**src/rtl/filt_dec_rnd.sv**
```systemverilog
// filt_dec_rnd: integrate-and-dump decimator, averages 2**gp_dec_log2 samples per frame
// with optional round-half-up and saturation to the output width.
module filt_dec_rnd #(
  parameter int gp_inp_width = 16,
  parameter int gp_oup_width = 16,
  parameter int gp_dec_log2  = 2,
  parameter bit gp_rnd_mode  = 1'b1
) (
  input  logic                           i_clk,
  input  logic                           i_rst_an,
  input  logic                           i_ena,
  input  logic                           i_sync,
  input  logic signed [gp_inp_width-1:0] i_data,
  output logic signed [gp_oup_width-1:0] o_data,
  output logic                           o_rdy,
  output logic                           o_ovf
);
  localparam int L  = gp_dec_log2;
  localparam int AW = gp_inp_width + L;
  localparam int EW = (gp_oup_width > AW + 1) ? gp_oup_width : AW + 1;
  localparam logic [AW:0] c_rnd = gp_rnd_mode ? (AW + 1)'(1) << (L - 1) : '0;
  localparam logic signed [EW-1:0] c_max = {{(EW - gp_oup_width + 1){1'b0}}, {(gp_oup_width - 1){1'b1}}};
  localparam logic signed [EW-1:0] c_min = {{(EW - gp_oup_width + 1){1'b1}}, {(gp_oup_width - 1){1'b0}}};

  logic        [L-1:0]            r_cnt;
  logic signed [AW-1:0]           r_acc;
  logic signed [gp_oup_width-1:0] r_data;
  logic                           r_rdy;
  logic                           r_ovf;
  logic signed [AW-1:0]           w_sum;
  logic signed [AW:0]             w_ext;
  logic signed [AW:0]             w_shr;
  logic signed [EW-1:0]           w_rx;
  logic                           w_hi;
  logic                           w_lo;
  logic signed [gp_oup_width-1:0] w_sat;

  assign w_sum = r_acc + AW'(i_data);
  // one guard bit so the rounding offset cannot wrap a full-scale sum
  assign w_ext = {w_sum[AW-1], w_sum} + c_rnd;
  assign w_shr = w_ext >>> L;
  assign w_rx  = EW'(w_shr);
  assign w_hi  = w_rx > c_max;
  assign w_lo  = w_rx < c_min;
  assign w_sat = w_hi ? c_max[gp_oup_width-1:0] : w_lo ? c_min[gp_oup_width-1:0] : w_rx[gp_oup_width-1:0];

  always_ff @(posedge i_clk or negedge i_rst_an) begin
    if (!i_rst_an) begin
      r_cnt  <= '0;
      r_acc  <= '0;
      r_data <= '0;
      r_rdy  <= 1'b0;
      r_ovf  <= 1'b0;
    end else begin
      r_rdy <= 1'b0;
      if (i_ena) begin
        if (i_sync) begin
          r_acc <= AW'(i_data);
          r_cnt <= L'(1);
        end else if (&r_cnt) begin
          r_data <= w_sat;
          r_ovf  <= w_hi | w_lo;
          r_rdy  <= 1'b1;
          r_acc  <= '0;
          r_cnt  <= '0;
        end else begin
          r_acc <= w_sum;
          r_cnt <= r_cnt + L'(1);
        end
      end
    end
  end

  assign o_data = r_data;
  assign o_rdy  = r_rdy;
  assign o_ovf  = r_ovf;
endmodule

```
**config.mk**
```make
export PLATFORM = sky130hd
export DESIGN_NAME = filt_dec_rnd
export DESIGN_NICKNAME = d
export VERILOG_FILES = /design/src/rtl/filt_dec_rnd.sv
export SDC_FILE = /design/constraint.sdc
export NUM_CORES = 1
export LEC_CHECK = 0
export ABC_AREA = 1
export CAP_MARGIN = 20
export CORE_ASPECT_RATIO = 0.75
export CORE_MARGIN = 2
export CORE_UTILIZATION = 58
export DETAILED_ROUTE_END_ITERATION = 8
export GPL_ROUTABILITY_DRIVEN = 0
export GPL_TIMING_DRIVEN = 0
export PLACE_DENSITY = 0.81
export SYNTH_ARGS = -nofsm -noshare
export SYNTH_HDL_FRONTEND = slang
export SYNTH_SLANG_ARGS = --single-unit
export TNS_END_PERCENT = 100
```
**constraint.sdc**
```tcl
create_clock -name i_clk -period 3.6 [get_ports i_clk]
set_input_delay 0.72 -clock i_clk [delete_from_list [all_inputs] [get_ports i_clk]]
set_output_delay 0.72 -clock i_clk [all_outputs]
set_load 0.02 [all_outputs]
```
==> metrics list <==
- Result of the run: finished clean
- Sequential cells burn 25.5% of the power.
- Quantity of I/O buffers inserted on ports: 35
* Final routed wire length divided by cell count: 13.7 um
- For this run, the top clock speed supported by timing is 301 MHz.
- Max_slew headroom: 39.7%
- Starting Density: 59.8%
- For the worst setup path, the data required time is 3800 ps.
- 38 I/O pins were placed.
- Leaving out fill and tap cells, the most frequent cell in the layout is sky130_fd_sc_hd__nand2_1.
- The repair_antennas step left the layout with diodes totalling 0.
- The die is 93.1 um wide.
* TritonCTS Buffers: 5
- The cell area that synthesis handed to floorplanning was 3450 um^2.
- Peak supply drop: 0.432 mV
- Die Area: 6590 um^2
- The number of cells on the worst reg-to-reg path is 21.
* Tightest Pin Transition: 905 ps
- Combinational cells account for 59.5% of the total power.
- Final Max Tran Viols: 0
* Post-layout util: 70.0%
- In this run, post-CTS hold repair placed 0 buffers.
- In this run the worst setup path begins at i_data[1].
* Antenna violations before repair: 0
* Reg-to-reg endpoint: o_data[3]
- The initialized floorplan defines 24 standard-cell rows.
- Wire length of the first global-routing pass: 15000 um
- Largest buffer count on any clock path: 2
* Height of the die: 70.8 um
* Fraction of final layout cells sized beyond drive strength 1: 11.3%
* Post-route insts no fill: 670
* Remaining antenna violation count: 0
* Placed Cells: 662
- Setup repair after global routing left no endpoint under its margin.
- Between clock sinks in the finished design, the worst skew comes to 7.51 ps.
* Register clock-pin slew on the reported worst setup and hold paths: 80 ps
* Combined global-route utilization of all metal layers: 29.0%
- Endpoint of the worst hold-timing path: r_cnt[1]
- Number of distinct library cells after synthesis: 29
- Gates resized, CTS repair: 0
- The share of the Yosys chip area taken by registers is 27.6%.
* Routed vias/inst: 5.34
* Average cell area after synthesis: 6.28 um^2
- The H-tree was split into 2 levels.
- Maxcap violations: 0
* Fin nets: 631
* Element type at the critical path end: flip-flop
- STA classifies the critical path startpoint as an input pin.
- Entering global routing, the biggest net connects 39 pins.
- For this run, design rule violations remaining after detail routing come to 0.
- Worst R2R Start: r_acc[0]
* Iteration-0 DRC Markers: 302
- Clock latency of the later-clocked register in the worst-skew pair: 300 ps
- STA puts the critical path data arrival time at 3520 ps.
- Core area: 5770 um^2
* Post-Synthesis Net Count: 589
* Residual overflow from global routing: 0
* Leakage power: 0.00217 uW
* HPWL reported at the end of detailed placement: 6900 um
- Counting instances, the worst hold path has a depth of 2.
* Hold violation total from the final report: 0
- Final wirelength: 9160 um
* Sw Ratio: 45.8%
- TritonCTS built the clock tree.
- The via count of the first global-routing pass is 3272.
* HP Start: r_cnt[1]
- Internal reg-to-reg setup slack: 700 ps
- Summing all multi-input logic gate instances after layout gives 2140 um^2.
- Setup violations remaining at the end of the flow were counted as 0.
* Power density over the cells: 620 nW/um^2
- Maximum fanout count along the critical path: 10
* Post-Syn Instances: 549
- The routed layout has 3579 vias.
* Worst hold margin: 495 ps
* Crit share post-route: 92.2%
* Min-delay worst type: reg -> reg
- The first TritonRoute pass finished after 7 iterations.
- In the final layout, flip-flops and latches occupy 951 um^2.
- Internal power comes to 1360 uW.
- Number of setup buffers added after CTS: 0
- Synthesis inferred 38 register bits.
- The critical path is of the in -> reg type.
- Yosys Warn Count: 0
- The filler cells instantiated in the layout total 519.
- The clock network is responsible for 15.0% of the overall power.
- For this design the total switching power over the nets is 1150 uW.
- Sinks on Clock Net: 38
- In the layout the commonest cells are 168 x sky130_fd_sc_hd__nand2_1, 85 x sky130_fd_sc_hd__inv_1, 52 x sky130_fd_sc_hd__nand3_1.
- The area growth from synthesis to layout is 17.0%.
- Root buffer cell: sky130_fd_sc_hd__clkbuf_8
- Counting I/O delays and the setup requirement, the final critical path takes 3320 ps.
[power groups by stage]
stage | Clock [uW] | Sequential, uW | Combinational, uW
2_1_floorplan | 0 | 753 | 904
3_3_place_gp | 0 | 638 | 1420
3_5_place_dp | 0 | 644 | 1450
4_1_cts | 377 | 638 | 1470
5_1_grt | 391 | 653 | 1650
6_report | 375 | 638 | 1490
[how the worst max path moves through the flow]
stage	endpoint	slack, ps
global route	o_data[3]	10
global placement	o_data[3]	-170
finish	o_data[3]	280
floorplan	o_data[13]	680
detailed placement	o_data[3]	-200
CTS	o_data[3]	90
[per-stage QoR]
stage	setup WS (ps)	total power [uW]	area (um^2)	TNS, ps
detailed placement	-201	2100	3890	-2570
finish	280	2500	4040	0
global route	14.6	2700	4040	0
CTS	92.5	2480	4000	0
floorplan	684	1660	3450	0
global placement	-169	2060	3900	-1870
[Yosys cell counts]
master / number / area, um^2
sky130_fd_sc_hd__nand2_1: 169 / 634
sky130_fd_sc_hd__inv_1: 86 / 323
sky130_fd_sc_hd__nand3_1: 54 / 270
sky130_fd_sc_hd__nor2_1: 46 / 173
sky130_fd_sc_hd__a21oi_1: 40 / 200
sky130_fd_sc_hd__dfrtp_1: 38 / 951
sky130_fd_sc_hd__ha_1: 19 / 238
sky130_fd_sc_hd__nand2_2: 16 / 100
sky130_fd_sc_hd__or2_2: 15 / 93.8
sky130_fd_sc_hd__clkbuf_1: 9 / 33.8
sky130_fd_sc_hd__nand4_1: 7 / 43.8
sky130_fd_sc_hd__o21ai_0: 7 / 35.0
sky130_fd_sc_hd__nand3_2: 6 / 60.1
sky130_fd_sc_hd__inv_2: 5 / 18.8
sky130_fd_sc_hd__xnor2_1: 5 / 43.8
sky130_fd_sc_hd__nor2_2: 4 / 25.0
sky130_fd_sc_hd__xor2_1: 4 / 35.0
sky130_fd_sc_hd__and2_1: 3 / 18.8
sky130_fd_sc_hd__a22oi_1: 2 / 15.0
sky130_fd_sc_hd__nand2_4: 2 / 22.5
sky130_fd_sc_hd__nor2_4: 2 / 22.5
sky130_fd_sc_hd__nor3_1: 2 / 10.0
sky130_fd_sc_hd__o21bai_1: 2 / 15.0
sky130_fd_sc_hd__a21boi_1: 1 / 7.51
sky130_fd_sc_hd__buf_2: 1 / 5.00
sky130_fd_sc_hd__buf_6: 1 / 11.3
sky130_fd_sc_hd__fa_1: 1 / 20.0
sky130_fd_sc_hd__nand3b_1: 1 / 7.51
sky130_fd_sc_hd__xnor2_2: 1 / 16.3
[registers in the layout, indices dropped and copies added (netlist names)]
name    count
o_ovf       1
o_data     16
r_cnt       2
o_rdy       1
r_acc      18
[cell type report]
| type | count | share of cell area, % |
|---|---|---|
| clock buffers | 7 | 1.89 |
| well taps | 78 | 2.42 |
| plain buffers | 11 | 1.24 |
| repair buffers | 35 | 8.62 |
| clock inverters | 1 | 0.744 |
| flip-flops and latches | 38 | 23.6 |
| multi-input cells | 409 | 53.1 |
| inverters | 91 | 8.46 |
[routing by layer]
metal  vias up  GRT usage [%]  wire [um]
li1       1793              -          -
met5         -              0          0
met3        16           5.32        638
met2       137           46.0       4120
met4         0           7.84        129
met1      1633           41.0       4280
[critical path: stages]
cell and delay [ps]:
sky130_fd_sc_hd__clkdlybuf4s50_1 500, sky130_fd_sc_hd__inv_1 70, sky130_fd_sc_hd__fa_1 460, sky130_fd_sc_hd__nand2_1 90, sky130_fd_sc_hd__nand2_1 60, sky130_fd_sc_hd__inv_1 80, sky130_fd_sc_hd__ha_2 200, sky130_fd_sc_hd__nand3_1 90
sky130_fd_sc_hd__nor2_2 100, sky130_fd_sc_hd__nand3_2 120, sky130_fd_sc_hd__nor2_4 120, sky130_fd_sc_hd__nand2_2 100, sky130_fd_sc_hd__nor2_4 130, sky130_fd_sc_hd__nand2_1 60, sky130_fd_sc_hd__nand2_1 50, sky130_fd_sc_hd__nand2_1 80
sky130_fd_sc_hd__nand2_4 100, sky130_fd_sc_hd__buf_6 150, sky130_fd_sc_hd__nand3_1 80, sky130_fd_sc_hd__nand2_1 90, sky130_fd_sc_hd__inv_1 40
[cell families after synthesis]
kind of cell	count (synthesis)	share of synthesized area [%]
and+or+nand+nor	327	42.9
buffers and inverters	102	11.4
AOI/OAI and AO/OA	52	7.91
DFF	38	27.6
adders and majority gates	20	7.47
xor gates and xnor gates	10	2.76
No activity file was read; power rests on OpenSTA's default activity.
==> variant 1: new RTL, same flow settings <==
`gp_rnd_mode`: 1'b1 -> 1'b0.
--- a/src/rtl/filt_dec_rnd.sv
+++ b/src/rtl/filt_dec_rnd.sv
@@ -5,5 +5,5 @@
   parameter int gp_oup_width = 16,
   parameter int gp_dec_log2  = 2,
-  parameter bit gp_rnd_mode  = 1'b1
+  parameter bit gp_rnd_mode  = 1'b0
 ) (
   input  logic                           i_clk,
Behaviour: not the same (a bounded check fails within 10 cycles, from zero or initial values and one cycle with i_rst_an low).
==> variant 1 against the original RTL <==
- first-iteration DRC count is 26% lower
- total power down 18%
- setup slack better by 0.66 ns
- sequential cell count stayed put
- cell area shrank 22%
- synthesized area shrank 25%
- combinational power shrank 35%
- routed wire length decreased by 31%
- sequential power decreased by 2%
- critical path type unchanged
==> variant 1: results (changes against the original RTL) <==
[run_status]
outcome=completed

[pwr]
power.ir.vdd_worst_mv=0.340  ; -21%
power.switching_fraction_pct=38.8  ; -6.9 points
p_leak_nw=1.59  ; -27%

[route]
drt_iter0_drc=222  ; -26%
detail_route.wirelength_um=6320  ; -31%
firstDrtPassIters=5  ; -2
vias_per_cell=5.49  ; +2.9%

[timing]
max_slew.worst_pin.slew_ns=0.831  ; -0.0742 ns
post_route_skew_ns=0.00831  ; +0.000801 ns

[global_routing]
grt_start_max_net_pins=39  ; unchanged
grt_antenna_before_repair=0  ; unchanged
grt_pass1_vias=2115  ; -35%
track_usage_pct=26.5  ; -2.5 points
wire_length_of_the_first_global_routing_pass_um=9830  ; -34%

[min_path]
hold_path.startpoint=o_ovf
hold_wc_path_type=reg2reg
min_delay_worst_endpoint=o_ovf
min_path_cells=2  ; unchanged

[synth]
synth.lib_cells_used.distinct=30  ; +3.4%
postSynthNetCount=391  ; -34%
ys.flop_type=dfrtp_1
synth_commonest_cells=106 x nand2_1, 44 x a21oi_1, 38 x dfrtp_1
async_sr_flop_fraction_pct=100  ; unchanged
synth.yosys.seq_area_share_pct=36.7  ; +9.1 points
synth.area.top_cells=dfrtp_1 37%, nand2_1 15%, ha_1 8.7%
yosysWarnings=0  ; unchanged

[final_layout]
number_of_inserted_diodes=0  ; unchanged
flip_flop_count_of_the_largest_register_all_copies_and_words_added=18  ; unchanged
finalNetCount=434  ; -31%
largest_register=r_acc
final_layout_size_suffix_gt1_share_pct=7.83  ; -3.5 points

[worst_setup_path]
r2r-start=r_acc[0]
reg2reg_setup_slack_ns=1.50  ; +0.80 ns
rr_endpoint=r_acc[12]
highest_net_fanout_along_the_worst_path=4  ; -6
ff2ff_path_depth=11  ; -48%
cp_data_arrival_time_ns=2.85  ; -0.67 ns

[clocking]
numCtsBuffers=5  ; unchanged
cts.root.buffer_cell=clkbuf_8
insertion_delay_of_the_later_clocked_pin_in_the_worst_skew_pair_ns=0.30  ; about the same
post_cts.resized_instances=0  ; unchanged
clockBufferDepth=2  ; unchanged
cts_setup_buffers=0  ; unchanged
number_of_h_tree_levels=2  ; unchanged
clock_pin_slew_reported_for_the_worst_setup_and_hold_paths_after_clock_tree_synthesis_ns=0.08  ; about the same

[place]
io_buffers=36  ; +2.9%
place_hpwl_um=4640  ; -33%

==> variant 1: changes by cell type in the layout (fill, tap and decap cells not counted), sizes merged, moves of 6 or more <==
cell    change
a21oi       +7
clkbuf      -6
inv        -60
nand2      -76
nand3      -28
nand4       -6
nor2       -19
or2        -14
==> variant 1: layout make-up <==
class | instances | area (um2)
clock buffer | 6 | 82.6
fill | 354 | 1220
inverter | 31 | 116
multi-input combinational | 274 | 1460
timing repair buffer | 36 | 355
tap | 57 | 71.3
buffer | 9 | 71.3
clock inverter | 2 | 60.1
sequential | 38 | 951
==> variant 1: layer usage <==
metal  track usage [%]  part of all wire (%)
met2              38.3                    40
met5                 0                     0
met1              39.7                    50
met3              5.64                   8.3
met4              8.47                   1.6
==> variant 1: kinds of logic (layout without fill, tap and decap cells) <==
| group | after synthesis | in the layout | synth area share (%) |
|---|---|---|---|
| compound gates | 60 | 60 | 12.4 |
| simple gates | 187 | 187 | 31.5 |
| xor+xnor | 8 | 8 | 2.70 |
| fa+ha+maj | 19 | 19 | 9.46 |
| flops | 38 | 38 | 36.7 |
| buf+inv | 40 | 84 | 7.24 |
==> variant 1: through the flow <==
step	instance area [um2]	hold slack, ns	cells	setup WS (ns)	power (W)
final	3160	0.475	453	0.942	0.00205
after detailed placement	3020	0.459	445	0.669	0.00158
after CTS	3160	0.477	453	0.981	0.00204
after floorplan	2590	0.424	352	1.44	0.00126
after global routing	3160	0.514	453	0.800	0.00219
after global placement	3030	0.450	445	0.700	0.00156
==> variant 1: how the worst max path moves through the flow <==
stage,start,endpoint,depth (start not counted)
finish,i_data[0],r_acc[12],12
global route,i_data[0],r_acc[12],12
CTS,i_data[0],r_acc[12],12
detailed placement,i_data[0],r_acc[12],12
global placement,i_data[0],r_acc[12],12
floorplan,i_data[0],r_acc[16],11
==> variant 1: power groups by stage <==
stage / logic, W / clock network (W) / registers (W)
finish: 0.000965 / 0.000459 / 0.000625
global route: 0.00106 / 0.000480 / 0.000642
floorplan: 0.000524 / 0 / 0.000732
CTS: 0.000954 / 0.000461 / 0.000625
global placement: 0.000931 / 0 / 0.000627
detailed placement: 0.000946 / 0 / 0.000632
==> variant 1: worst max-delay path: stages <==
cell             delay (ns)
clkdlybuf4s50_1        0.48
ha_1                   0.24
inv_1                  0.08
fa_1                   0.43
o21ai_2                0.27
nand2_1                0.11
nand2_2                0.12
nand2_2                0.07
nand2_1                0.06
nand2_1                0.06
nand3_1                0.14
a21oi_1                0.09
==> variant 2: new RTL, config.mk and constraints unchanged <==
Without the edit above. Register the output `o_ovf` once more, without a reset; this adds one clock of latency there. The other outputs are not delayed to match.
--- a/src/rtl/filt_dec_rnd.sv
+++ b/src/rtl/filt_dec_rnd.sv
@@ -74,5 +74,7 @@
   assign o_data = r_data;
   assign o_rdy  = r_rdy;
-  assign o_ovf  = r_ovf;
+  always_ff @(posedge i_clk) begin
+    o_ovf <= r_ovf;
+  end
 endmodule
 
Behaviour: same outputs for any inputs over 4 cycles, from zero or initial values and one cycle with i_rst_an low; that may be too few to reach the edited logic, so the function may still have changed.
==> variant 2 against the original RTL <==
- total power grew 3.5%
- largest cell class unchanged
- largest power group unchanged
- synthesized area grew 0.58%
- critical path depth is the same
- sequential cell count grew 1
- setup slack lost 0.015 ns
- first-iteration DRC count grew 1.3%
- cell area grew 1.1%
- highest routed layer unchanged
- routed wire length shrank 3.2%
==> variant 2: results (changes against the original RTL) <==
[pwr]
net-switching-power_w=0.00115  ; +0.13%
power.ir.vdd_worst_mv=0.337  ; -22%
p_leak_nw=2.19  ; +0.96%

[global_routing]
gr-usage-met2_pct=42.5  ; -3.4 points
wire_length_of_the_first_global_routing_pass_um=14800  ; -1.1%
globalRouteMet1Util_pct=41.1  ; about the same
use_met3_pct=4.15  ; -1.2 points
grt_antenna_before_repair=0  ; unchanged
grt_pass1_vias=3248  ; -0.73%

[route]
met2_length_um=3750  ; -9.0%
routedLengthMet1_um=4250  ; -0.65%
firstDrtPassIters=6  ; -1
met3_wire_length_um=619  ; -3.0%
drt_iter0_drc=306  ; +1.3%
detail_route.wirelength_um=8870  ; -3.2%
vias_per_cell=5.38  ; +0.77%

[final_layout]
final_layout_size_suffix_gt1_share_pct=11.3  ; -0.019 points
number_of_inserted_filler_cells_in_the_final_layout=499  ; -3.9%
finalNetCount=632  ; +0.16%
final_cells=671  ; +0.15%
ff_latch_area_um2=971  ; +2.1%

[worst_setup_path]
crit_path_end=o_data[13]
cp_data_arrival_time_ns=3.53  ; about the same
critPathLaunch=i_data[1]

[timing]
post_route_skew_ns=0.00755  ; +0.0000398 ns
max_slew.worst_pin.slew_ns=0.866  ; -0.0390 ns
finalWorstPathRequiredPeriod_ns=3.34  ; +0.0155 ns

[clocking]
clock_pin_slew_reported_for_the_worst_setup_and_hold_paths_after_clock_tree_synthesis_ns=0.08  ; about the same
insertion_delay_of_the_later_clocked_pin_in_the_worst_skew_pair_ns=0.30  ; about the same

[place]
numPlacedInstances=663  ; +0.15%
place_hpwl_um=6770  ; -1.9%
placement.setup.worst_slack_ns=-0.201  ; -0.000245 ns
dpl-instance-area_um2=3910  ; +0.51%

[min_path]
min_path_cells=0  ; -2

[synth]
synth.lib_cells_used.distinct=30  ; +3.4%
synth.area.top_cells=dfrtp_1 27%, nand2_1 18%, inv_1 9.3%
async_sr_flop_fraction_pct=97.4  ; -2.6 points
synth.yosys.seq_area_share_pct=28.0  ; +0.42 points
synthCells=550  ; +0.18%

[run_status]
outcome=completed

variant 2: how the worst min path moves through the flow:
stage,from,to,slack [ns]
3_3_place_gp,r_ovf,o_ovf,0.36
3_5_place_dp,r_ovf,o_ovf,0.35
6_report,r_ovf,o_ovf,0.38
2_1_floorplan,r_ovf,o_ovf,0.34
4_1_cts,r_ovf,o_ovf,0.38
5_1_grt,r_ovf,o_ovf,0.39
variant 2: final cells by class:
type	count	share of cell area, %
multi-input cells	409	52.4
flip-flops and latches	39	23.8
repair buffers	35	8.53
inverters	91	8.37
well taps	78	2.39
clock buffers	6	1.78
clock inverters	2	1.47
plain buffers	11	1.23
variant 2: per-stage QoR:
step | TNS [ns] | hold slack (ns) | power, W
2_1_floorplan | 0 | 0.340 | 0.00168
5_1_grt | 0 | 0.394 | 0.00280
4_1_cts | 0 | 0.379 | 0.00258
3_5_place_dp | -2.22 | 0.352 | 0.00211
3_3_place_gp | -1.39 | 0.356 | 0.00208
6_report | 0 | 0.379 | 0.00259
variant 2: power by group through the flow:
| stage | logic (W) | clock network [W] | registers, W |
|---|---|---|---|
| 2_1_floorplan | 0.000904 | 0 | 0.000771 |
| 3_5_place_dp | 0.00145 | 0 | 0.000663 |
| 4_1_cts | 0.00146 | 0.000455 | 0.000656 |
| 6_report | 0.00149 | 0.000444 | 0.000657 |
| 5_1_grt | 0.00165 | 0.000471 | 0.000672 |
| 3_3_place_gp | 0.00142 | 0 | 0.000657 |
variant 2: cell families after synthesis:
kind of cell	after synthesis	share of synthesized area (%)
fa+ha+maj	20	7.43
compound gates	52	7.86
flops	39	28.0
xor+xnor	10	2.74
buf+inv	102	11.3
simple gates	327	42.7
variant 2: timing repair:
action | 4_1_cts | 5_1_grt
setup endpoints to repair | 0 | 16
gates resized for setup | 0 | 9
setup buffers | 0 | 0
